==> config.mk <==
export PLATFORM = sky130hd
export DESIGN_NAME = dmux_stream
export DESIGN_NICKNAME = d
export VERILOG_FILES = /design/src/rtl/dmux_pkg.sv /design/src/rtl/dmux_slot.sv /design/src/rtl/dmux_stream.sv
export SDC_FILE = /design/constraint.sdc
export NUM_CORES = 1
export LEC_CHECK = 0
export ABC_CLOCK_PERIOD_IN_PS = 2800
export BUFFER_PORTS_ARGS = -buffer_cell sky130_fd_sc_hd__buf_2
export CAP_MARGIN = 0
export CORE_ASPECT_RATIO = 0.5
export CORE_UTILIZATION = 45
export CTS_CLUSTER_DIAMETER = 50
export CTS_CLUSTER_SIZE = 28
export DETAILED_ROUTE_END_ITERATION = 8
export GPL_ROUTABILITY_DRIVEN = 0
export PLACE_DENSITY_LB_ADDON = 0.25
export SKIP_LAST_GASP = 1
export SLEW_MARGIN = 10
export SYNTH_ARGS = -nofsm -noshare
export SYNTH_HDL_FRONTEND = slang
export SYNTH_HIERARCHICAL = 1
export SYNTH_SLANG_ARGS = --single-unit
==> constraint.sdc <==
create_clock -name clk -period 2.8 [get_ports clk]
set_input_delay 0.28 -clock clk [delete_from_list [all_inputs] [get_ports clk]]
set_output_delay 0.28 -clock clk [all_outputs]
set_load 0.005 [all_outputs]
==> src/rtl/dmux_pkg.sv <==
// dmux_pkg: shared constants and helpers for the dmux_stream demultiplexer.
// Holds the drop counter width/saturation value and the select range check.
package dmux_pkg;

  localparam int CNT_W = 8;
  localparam logic [CNT_W-1:0] CNT_MAX = 8'd255;

  // True when sel addresses an existing channel of an n-channel demux.
  function automatic logic idx_valid(input int sel, input int n);
    return sel < n;
  endfunction

endpackage

==> src/rtl/dmux_slot.sv <==
// dmux_slot: one-entry output holding register with full flag.
// Ports: load/din fill the slot, ready drains it, valid/dout present it.
module dmux_slot #(
  parameter int WIDTH = 16
) (
  input  logic             clk,
  input  logic             reset,
  input  logic             load,
  input  logic             ready,
  input  logic [WIDTH-1:0] din,
  output logic             valid,
  output logic [WIDTH-1:0] dout
);

  logic             valid_q, valid_d;
  logic [WIDTH-1:0] data_q, data_d;

  // A load wins over a drain so drain+refill in one cycle keeps the slot full.
  always_comb begin
    valid_d = valid_q;
    data_d  = data_q;
    if (load) begin
      valid_d = 1'b1;
      data_d  = din;
    end else if (valid_q && ready) begin
      valid_d = 1'b0;
    end
  end

  always_ff @(posedge clk or posedge reset) begin
    if (reset) begin
      valid_q <= 1'b0;
      data_q  <= '0;
    end else begin
      valid_q <= valid_d;
      data_q  <= data_d;
    end
  end

  assign valid = valid_q;
  assign dout  = data_q;

endmodule

==> src/rtl/dmux_stream.sv <==
// dmux_stream: registered 1-to-N valid/ready demultiplexer with broadcast.
// Ports: in_* stream, out_* per-channel streams, err/drop_cnt/clr_err status.
module dmux_stream
  import dmux_pkg::*;
#(
  parameter  int WIDTH = 16,
  parameter  int N     = 8,
  localparam int SEL_W = $clog2(N)
) (
  input  logic               clk,
  input  logic               reset,
  input  logic               in_valid,
  output logic               in_ready,
  input  logic [WIDTH-1:0]   in_data,
  input  logic [SEL_W-1:0]   in_sel,
  input  logic               in_bcast,
  output logic [N-1:0]       out_valid,
  input  logic [N-1:0]       out_ready,
  output logic [N*WIDTH-1:0] out_data,
  output logic               err,
  output logic [CNT_W-1:0]   drop_cnt,
  input  logic               clr_err
);

  logic [N-1:0]     free;
  logic [N-1:0]     load;
  logic             sel_ok;
  logic             sel_free;
  logic             accept;
  logic             drop;
  logic             err_q, err_d;
  logic [CNT_W-1:0] cnt_q, cnt_d;

  assign free = ~out_valid | out_ready;

  // Decoded by compare rather than indexing so out-of-range selects
  // never read past the channel vector.
  always_comb begin
    sel_ok   = idx_valid(32'(in_sel), N);
    sel_free = 1'b0;
    for (int k = 0; k < N; k++) begin
      if (in_sel == SEL_W'(k)) sel_free = free[k];
    end
  end

  // Out-of-range selects are always sunk so they cannot stall the input.
  always_comb begin
    if (in_bcast)    in_ready = &free;
    else if (sel_ok) in_ready = sel_free;
    else             in_ready = 1'b1;
  end

  assign accept = in_valid & in_ready;
  assign drop   = accept & ~in_bcast & ~sel_ok;

  always_comb begin
    load = '0;
    for (int k = 0; k < N; k++) begin
      load[k] = accept & (in_bcast | (sel_ok & (in_sel == SEL_W'(k))));
    end
  end

  for (genvar g = 0; g < N; g++) begin : g_slot
    dmux_slot #(.WIDTH(WIDTH)) u_slot (
      .clk   (clk),
      .reset (reset),
      .load  (load[g]),
      .ready (out_ready[g]),
      .din   (in_data),
      .valid (out_valid[g]),
      .dout  (out_data[g*WIDTH +: WIDTH])
    );
  end

  // Clear has priority over a coincident drop.
  always_comb begin
    err_d = err_q;
    cnt_d = cnt_q;
    if (clr_err) begin
      err_d = 1'b0;
      cnt_d = '0;
    end else if (drop) begin
      err_d = 1'b1;
      if (cnt_q != CNT_MAX) cnt_d = cnt_q + 1'b1;
    end
  end

  always_ff @(posedge clk or posedge reset) begin
    if (reset) begin
      err_q <= 1'b0;
      cnt_q <= '0;
    end else begin
      err_q <= err_d;
      cnt_q <= cnt_d;
    end
  end

  assign err      = err_q;
  assign drop_cnt = cnt_q;

endmodule

==> metrics.md <==
| Metric | Value |
|---|---|
| Initial core utilization | `0.465` |
| Kind of critical path | `reg -> out` |
| Share of the synthesized area in the top cell type | `0.573` |
| Multi-input combinational cell area | `2210 um^2` |
| CTS sink cnt | `136` |
| Post-synth top flop | `dfrtp_1` |
| Vias | `3588` |
| Slowest CP cell | `a311oi_2` |
| Die width | `164 um` |
| Top cells by area, synth | `dfrtp_1 (57%), mux2_4 (18%), mux2_2 (11%), buf_12 (2.7%), buf_6 (1.5%)` |
| CTS Buf Count | `17` |
| Main combinational cell family by area after synthesis | `multiplexers` |
| Crit path capture type | `output port` |
| Number of global-route vias before repair | `3649` |
| Setup WS post-layout | `0.264 ns` |
| Worst hold path type | `in -> async` |
| CP Data Required Time | `2.52 ns` |
| Root Buffer Master | `clkbuf_16` |
| Post-Syn Area | `5930 um^2` |
| Die ar. | `13700 um^2` |
| Post-DP Area | `6870 um^2` |
| Post-Syn Instances | `374` |
| Unique masters post-synth | `35` |
| Endpoints failing setup | `0` |
| Critical Path, Cell by Cell | `nor4b_1 -> a211oi_1 -> a311oi_2 -> nor3_1 -> buf_2` |
| Async S/R FF share, synth | `1.00` |
| DR vias/cell | `4.89` |
| Row cnt | `29` |
| Starting DRC count in detailed routing | `251` |
| Clock group share of total power | `0.300` |
| Die height | `83.2 um` |
| Final Non-Filler Cells | `734` |
| Crit-path leading delay family | `compound AO/OA/AOI/OAI gates` |
| Inst Count DP | `703` |
| Switching share of power | `0.275` |
| Logic pwr share | `0.275` |
| Buf/Inv on CP | `1` |
| Post-layout util | `0.582` |
| Compound-Gate Fraction of Synth Area | `0.0327` |
| Worst-Margin Slew | `1.01 ns` |
| Register area | `3400 um^2` |
| Mux contribution to synthesized area | `0.288` |
| Clock Skews | `0.0124 ns` |
| Critical Path AT | `2.26 ns` |
| DRC | `0` |
| Count leader, synth | `dfrtp_1` |
| Syn avg cell area | `15.9 um^2` |
| Peak VDD IR | `0.390 mV` |
| Register area share after synthesis | `0.573` |
| Area growth, synth to finish | `25.3%` |
| First-pass GRT wire length | `21700 um` |
| Diodes inserted | `0` |
| Skew-Pair Late Insertion Delay | `0.40 ns` |
| Hold-fix buffers at CTS | `0` |
| Layout cell share with drive strength beyond 1 | `0.633` |
| Setup crit start kind | `flip-flop` |
| Fmax achieved | `394 MHz` |
| Pwr/cell area | `939 nW/um^2` |
| Crit-path max FO | `9` |
| Setup_tns | `0 ns` |
| Unrepaired setup endpoints after global routing | `false` |
| Post-Synth Adder-Cell Area | `0` |
| Number of synthesized flops with an enable pin | `0` |
| IO Port Bufs | `167` |
| Nets | `584` |
| Internal power | `5060 uW` |
| Largest net degree at the start of global routing | `18` |
| Outcome | `completed` |
| Wire per inst | `18.9 um` |
| Final hold vios | `0` |
| Worst-path clk slew | `0.06 ns` |
| Yosys reg bits | `136` |
| DRT antenna net count | `0` |
| Clock buffer depth | `2` |
| Critical Path Max Stage Delay | `0.80 ns` |
| Synth Area in Simple Gates | `0.0367` |
| XOR/XNOR Fraction of Synth Area | `0` |
| CTS resizes | `0` |
| CTS tree | `done` |
| DRT Pass-1 Iters | `4` |
| Dpl ws | `0.177 ns` |
| Hpwl dp | `9660 um` |
| H-tree depth | `4` |
| Post-CTS Setup Repair Bufs | `0` |
| P_sw | `1920 uW` |
| Initial antenna violation count | `0` |
| Period utilization | `0.906` |
| Core area | `12800 um^2` |
| Final instance area | `7430 um^2` |
| Max-Cap Viols | `0` |
| Area leader, netlist | `dfrtp_1` |
| Min cycle time layout | `2.54 ns` |
| Final Max Slew Viols | `0` |
| Flop pwr share | `0.425` |
| I/O pin total | `178` |
| Final wirelength | `13800 um` |
| Slew headroom | `0.328` |
| Static Leakage | `0.00366 uW` |
| GRT Util Overall | `0.215` |
| Synth warn | `6` |
| Synth cell count leaders | `dfrtp_1 (136), mux2_4 (72), mux2_2 (56)` |
| Filler instances | `1094` |
| Grt total ovfl | `0` |
-- routing by layer --
layer / wire (um) / up-vias / GRT usage
met4: 41 / 0 / 0.0400
met1: 6810 / 1838 / 0.312
li1: - / 1651 / -
met2: 6420 / 95 / 0.331
met5: 0 / - / 0
met3: 572 / 4 / 0.0490
-- flip-flops by register name, indices dropped and copies added (netlist names) --
register,flops
g_slot.u_slot/dout,128
g_slot.u_slot/valid,8
-- path summary, 6_finish.rpt --
path / startpoint / endpoint / slack, ns / cells after the start
max: g_slot[4].u_slot/valid / in_ready / 0.26 / 5
min: reset / g_slot[6].u_slot/dout[0] / 0.06 / 2
max reg2reg: g_slot[2].u_slot/valid / g_slot[0].u_slot/dout[4] / 0.33 / 7
min reg2reg: g_slot[7].u_slot/valid / g_slot[7].u_slot/valid / 0.49 / 1
max in group asynchronous: reset / g_slot[0].u_slot/dout[7] / 2.21 / 2
min in group clk: out_ready[7] / g_slot[7].u_slot/valid / 0.16 / 3
-- power groups by stage --
stage	Combinational (uW)	Clock (uW)	Sequential, uW
final	1920	2100	2970
after global placement	1910	0	2970
after global routing	2080	2240	3050
after CTS	1940	2140	2970
after detailed placement	1940	0	2990
after floorplan	1030	0	3020
-- final cells by class --
class,instances,area share
Sequential cell,136,0.458
Multi-Input combinational cell,199,0.297
Timing Repair Buffer,180,0.132
Clock buffer,18,0.0591
Tap cell,170,0.0286
Clock inverter,13,0.0162
Inverter,18,0.00909
-- cells in the final DEF (no fill, tap or decap), types with 6 or more instances in the layout --
cell type | synthesis | layout
buf_2 | 3 | 167
buf_4 | 9 | 9
mux2_4 | 72 | 72
a21o_2 | 8 | 8
mux2_2 | 56 | 56
o21ai_0 | 6 | 6
nand2_1 | 6 | 6
nor2b_1 | 7 | 7
clkbuf_16 | 0 | 17
conb_1 | 1 | 9
inv_1 | 18 | 18
nor4_2 | 0 | 8
dfrtp_1 | 136 | 136
-- per-stage QoR --
stage                     hold WS, ns  total power (uW)
after floorplan                 0.206              4050
after global placement          0.480              4880
after detailed placement        0.483              4930
after CTS                      0.0601              7050
after global routing            0.109              7370
final                          0.0587              6980
-- worst register-to-register path, stage by stage, from the launching register on --
cell and delay (ns):
dfrtp_1 0.38, nor2b_1 0.15, a2111oi_0 0.47, a21boi_0 0.16, buf_4 0.21, nor4_2 0.37, buf_4 0.30, mux2_4 0.32
-- cells by family after synthesis --
group,after synthesis
flops,136
mux,128
buf+inv,47
simple gates,37
compound gates,25
other cells,1
(Power assumes the default switching activity.)
